--- src/rtl/tx_window_arbiter.sv ---
// Powers the radio on each transmit window and grants it round-robin with a grant time limit and a guard gap.
// Outputs are registered: request-to-grant is 1 cycle in IDLE; when the window closes, everything drops on the next edge.
module tx_window_arbiter #(
    parameter int NREQ          = 3,
    parameter int WARMUP_CYCLES = 20,
    parameter int MAX_GRANT     = 600,
    parameter int GUARD_CYCLES  = 5
) (
    input  logic                    clk,
    input  logic                    reset,
    input  logic                    tx_window,
    input  logic [NREQ-1:0]         req,
    input  logic [NREQ-1:0]         done,
    output logic                    radio_en,
    output logic [NREQ-1:0]         gnt,
    output logic [$clog2(NREQ)-1:0] gnt_id,
    output logic                    busy,
    output logic                    abort,
    output logic                    timeout
);
    localparam int IW   = $clog2(NREQ);
    localparam int M1   = (WARMUP_CYCLES > MAX_GRANT) ? WARMUP_CYCLES : MAX_GRANT;
    localparam int CMAX = (M1 > GUARD_CYCLES) ? M1 : GUARD_CYCLES;
    localparam int CW   = $clog2(CMAX + 1);

    typedef enum logic [2:0] {
        ST_OFF    = 3'd0,
        ST_WARMUP = 3'd1,
        ST_IDLE   = 3'd2,
        ST_GRANT  = 3'd3,
        ST_GUARD  = 3'd4
    } state_t;

    state_t          state_q, state_d;
    logic [CW-1:0]   cnt_q, cnt_d;
    logic [IW-1:0]   ptr_q, ptr_d;
    logic [NREQ-1:0] gnt_q, gnt_d;
    logic [IW-1:0]   gnt_id_q, gnt_id_d;
    logic            radio_en_q, radio_en_d;
    logic            busy_q, busy_d;
    logic            abort_q, abort_d;
    logic            timeout_q, timeout_d;

    logic            sel_found;
    logic [IW-1:0]   sel_idx;
    logic [IW-1:0]   ptr_nxt;
    logic [IW-1:0]   cand;
    logic            grant_end;

    // First requester at or above the pointer, wrapping modulo NREQ.
    always_comb begin
        sel_found = 1'b0;
        sel_idx   = '0;
        cand      = '0;
        for (int i = 0; i < NREQ; i++) begin
            cand = IW'((int'(ptr_q) + i) % NREQ);
            if (!sel_found && req[cand]) begin
                sel_found = 1'b1;
                sel_idx   = cand;
            end
        end
    end

    assign ptr_nxt   = (int'(sel_idx) == NREQ - 1) ? '0 : sel_idx + IW'(1);
    assign grant_end = done[gnt_id_q] || !req[gnt_id_q];

    always_comb begin
        state_d    = state_q;
        cnt_d      = (cnt_q == CW'(CMAX)) ? cnt_q : cnt_q + CW'(1);
        ptr_d      = ptr_q;
        gnt_d      = gnt_q;
        gnt_id_d   = gnt_id_q;
        radio_en_d = radio_en_q;
        busy_d     = busy_q;
        abort_d    = 1'b0;
        timeout_d  = 1'b0;

        case (state_q)
            ST_OFF: begin
                radio_en_d = 1'b0;
                gnt_d      = '0;
                busy_d     = 1'b0;
                cnt_d      = '0;
                if (tx_window) begin
                    state_d    = ST_WARMUP;
                    radio_en_d = 1'b1;
                end
            end
            ST_WARMUP: begin
                radio_en_d = 1'b1;
                if (cnt_q == CW'(WARMUP_CYCLES - 1)) begin
                    state_d = ST_IDLE;
                    cnt_d   = '0;
                end
            end
            ST_IDLE: begin
                if (sel_found) begin
                    state_d  = ST_GRANT;
                    cnt_d    = '0;
                    gnt_d    = NREQ'(1) << sel_idx;
                    gnt_id_d = sel_idx;
                    busy_d   = 1'b1;
                    ptr_d    = ptr_nxt;
                end
            end
            ST_GRANT: begin
                // A finishing requester wins over a coincident time limit.
                if (grant_end || cnt_q == CW'(MAX_GRANT - 1)) begin
                    state_d   = ST_GUARD;
                    cnt_d     = '0;
                    gnt_d     = '0;
                    busy_d    = 1'b0;
                    timeout_d = !grant_end;
                end
            end
            ST_GUARD: begin
                if (cnt_q == CW'(GUARD_CYCLES - 1)) begin
                    state_d = ST_IDLE;
                    cnt_d   = '0;
                end
            end
            default: begin
                state_d = ST_OFF;
                cnt_d   = '0;
            end
        endcase

        if (state_q != ST_OFF && !tx_window) begin
            state_d    = ST_OFF;
            cnt_d      = '0;
            radio_en_d = 1'b0;
            gnt_d      = '0;
            busy_d     = 1'b0;
            timeout_d  = 1'b0;
            abort_d    = (state_q == ST_GRANT);
        end
    end

    always_ff @(posedge clk or negedge reset) begin
        if (!reset) begin
            state_q    <= ST_OFF;
            cnt_q      <= '0;
            ptr_q      <= '0;
            gnt_q      <= '0;
            gnt_id_q   <= '0;
            radio_en_q <= 1'b0;
            busy_q     <= 1'b0;
            abort_q    <= 1'b0;
            timeout_q  <= 1'b0;
        end else begin
            state_q    <= state_d;
            cnt_q      <= cnt_d;
            ptr_q      <= ptr_d;
            gnt_q      <= gnt_d;
            gnt_id_q   <= gnt_id_d;
            radio_en_q <= radio_en_d;
            busy_q     <= busy_d;
            abort_q    <= abort_d;
            timeout_q  <= timeout_d;
        end
    end

    assign radio_en = radio_en_q;
    assign gnt      = gnt_q;
    assign gnt_id   = gnt_id_q;
    assign busy     = busy_q;
    assign abort    = abort_q;
    assign timeout  = timeout_q;
endmodule

--- config.mk ---
export PLATFORM = sky130hd
export DESIGN_NAME = tx_window_arbiter
export DESIGN_NICKNAME = d
export VERILOG_FILES = /design/src/rtl/tx_window_arbiter.sv
export SDC_FILE = /design/constraint.sdc
export NUM_CORES = 1
export LEC_CHECK = 0
export CORE_UTILIZATION = 60
export DETAILED_ROUTE_END_ITERATION = 6
export PLACE_DENSITY = 0.94
export SLEW_MARGIN = 0
export SYNTH_ARGS = -nofsm -noshare
export SYNTH_HDL_FRONTEND = slang
export SYNTH_SLANG_ARGS = --single-unit
--- constraint.sdc ---
create_clock -name clk -period 6.55 [get_ports clk]
set_clock_uncertainty 0.05 [all_clocks]
set_input_delay 1.31 -clock clk [delete_from_list [all_inputs] [get_ports clk]]
set_output_delay 1.31 -clock clk [all_outputs]
set_load 0.005 [all_outputs]
==> flow_metrics.env <==
export IMPL_start_kind="primary input"
export IMPL_grt_max_degree=25
export IMPL_cts_resized=0
export IMPL_synth_fp_nets=192
export IMPL_vias=1430
export IMPL_final_area_um2=1830
export IMPL_synthesis_area_um2=1600
export IMPL_synth_edf_count=0
export IMPL_period_needed_ps=3080
export IMPL_max_freq_mhz=324
export IMPL_drt_iter0_markers=72
export IMPL_drc_errors=0
export IMPL_min_delay_path_class="register to register"
export IMPL_row_count=18
export IMPL_antenna_cells=0
export IMPL_overflow=0
export IMPL_relSlewSlack=0.286
export IMPL_crit_slowest_cell="clkdlybuf4s50_1"
export IMPL_setup_tns_final_ps=0
export IMPL_first_pass_iters=5
export IMPL_hpwl_um=2590
export IMPL_regArea_um2=601
export IMPL_ctsLongestPathBuffers=2
export IMPL_antenna_found_initial=0
export IMPL_ys_ff_latch=24
export IMPL_die_w_um=53.7
export IMPL_critical_path_required_ps=6730
export IMPL_period_share=0.471
export IMPL_synthArstFlopShare=1.00
export IMPL_cts_tree="yes"
export IMPL_pin_count=18
export IMPL_end_kind="register"
export IMPL_drive_gt1_frac=0.0635
export IMPL_yosysSeqAreaShare=0.375
export IMPL_io_buffers=17
export IMPL_crit_type="primary input to register"
export IMPL_post_route_util=0.730
export IMPL_finalSetupViolCount=0
export IMPL_multi_input_area_um2=935
export IMPL_grt_pass1_wl_um=5820
export IMPL_grt_pass1_vias=1282
export IMPL_cp_max_fo=10
export IMPL_clock_root_buffer="clkbuf_4"
export IMPL_post_cts_buffers=0
export IMPL_worstSkewPairLatency_ps=330
export IMPL_synth_distinct_cells=48
export IMPL_worst_slew_pin_slew_ps=1070
export IMPL_rsz0062_at_grt="false"
export IMPL_ir_drop_mv=0.403
export IMPL_synthCells=177
export IMPL_ant_nets=0
export IMPL_power_leakage_nw=0.719
export IMPL_die_h_um=53.7
export IMPL_gp_congestion=0.834
export IMPL_crit_chain="clkdlybuf4s50_1, mux2i_1, o22a_1, a41oi_1, mux2_2"
export IMPL_viasPerCell=6.53
export IMPL_synth_flop_cell="dfrtp_1"
export IMPL_finalNetCount=205
export IMPL_final_max_slew_violation_count=0
export IMPL_core_um2=2500
export IMPL_htree_levels=1
export IMPL_die_area_um2=2880
export IMPL_grt_usage=0.285
export IMPL_routed_wl_um=3610
export IMPL_hold_buffers=0
export IMPL_syn_area_per_cell_um2=9.06
export IMPL_final_common_cell="dfrtp_1"
export IMPL_start_util=0.641
export IMPL_critPathMaxStageDelay_ps=640
export IMPL_path_buf_inv=1
export IMPL_path_delay_family="compound AO/OA/AOI/OAI gates"
export IMPL_wl_per_cell_um=16.5
export IMPL_num_fill_cells=172
export IMPL_status="finished clean"
export IMPL_yosysWarnings=0
export IMPL_area_delta_synth_final_pct=13.9
export IMPL_cts_sinks=24
export IMPL_cellPowerDensity_nw_per_um2=374
export IMPL_dpl_cell_area_um2=1770
export IMPL_hold_viol_final=0
export IMPL_final_cell_mix="dfrtp_1, nand2_1, nor2_1, clkdlybuf4s50_1, inv_1"
export IMPL_cts_inserted_buffers=3
export IMPL_drv_cap=0
export IMPL_cts_reportedPaths_clkPinSlew_ps=140
export IMPL_arrival_ps=3270
registers in the layout, indices dropped and copies added (netlist names):
register and cells:
radio_en 1, gnt 3, busy 1, ptr_q 2, cnt_q 10, gnt_id 2, abort 1, state_q 3
timeout 1
area by class of cell:
| class | count | share of cell area |
|---|---|---|
| multi-input combinational | 136 | 0.512 |
| tap | 30 | 0.0206 |
| clock buffer | 3 | 0.0123 |
| inverter | 8 | 0.0164 |
| timing repair buffer | 17 | 0.0932 |
| sequential | 24 | 0.329 |
| clock inverter | 1 | 0.0164 |
metal layers:
layer / vias to the layer above / wire, um / GRT usage
li1: 654 / - / -
met5: - / 0 / 0
met2: 91 / 1650 / 0.430
met1: 669 / 1500 / 0.397
met3: 16 / 346 / 0.0452
met4: 0 / 110 / 0.132
tightest hold or removal path, delay by kind of cell (launching register included):
family           cells  cell delay [ps]
AND/OR/NAND/NOR      2              120
flip-flops           1              370
power breakdown:
part           leakage [nW]  total [W]  internal, W  switching, W
logic                 0.369   0.000360     0.000157      0.000204
registers             0.323   0.000213     0.000175     0.0000380
clock network        0.0279   0.000110    0.0000619     0.0000482
path summary, 6_finish.rpt:
kind	startpoint	endpoint	slack, ps	depth (start not counted)
max	req[1]	gnt_id[1]$_DFFE_PN0P_	3470	5
min	radio_en$_DFFE_PN0P_	radio_en$_DFFE_PN0P_	460	2
max reg2reg	ptr_q[0]$_DFFE_PN0P_	gnt_id[1]$_DFFE_PN0P_	4080	6
min reg2reg	radio_en$_DFFE_PN0P_	radio_en$_DFFE_PN0P_	460	2
max in group asynchronous	reset	cnt_q[3]$_DFF_PN0_	4310	1
min in group asynchronous	reset	abort$_DFF_PN0_	1490	1
cells by family after synthesis:
| family | Yosys count | share of synthesized area |
|---|---|---|
| XOR/XNOR | 10 | 0.0546 |
| flip-flops | 24 | 0.375 |
| AO/OA/AOI/OAI | 40 | 0.185 |
| adder cells (fa/ha/maj) | 6 | 0.0468 |
| buffers and inverters | 17 | 0.0422 |
| multiplexers | 5 | 0.0320 |
| AND/OR/NAND/NOR | 75 | 0.265 |
stage by stage:
| step | worst slack [ps] | std cells | total power, W | hold slack [ps] |
|---|---|---|---|---|
| 4_1_cts | 3490 | 219 | 0.000677 | 468 |
| 6_report | 3470 | 219 | 0.000683 | 458 |
| 3_5_place_dp | 3150 | 215 | 0.000558 | 436 |
| 2_1_floorplan | 3800 | 177 | 0.000473 | 439 |
| 5_1_grt | 3350 | 219 | 0.000726 | 497 |
| 3_3_place_gp | 3220 | 215 | 0.000543 | 434 |
synth_stat cells (5+ instances only):
cell,count,share of area
dfrtp_1,24,0.37
nand2_1,18,0.042
nor2_1,17,0.040
inv_1,8,0.019
o22ai_1,7,0.027
clkbuf_1,6,0.014
ha_1,6,0.047
nand2b_1,6,0.023
nor2b_1,6,0.023
xor2_1,6,0.033
a21oi_1,5,0.016
nand3_1,5,0.016
Power figures use the tool's default switching activity.
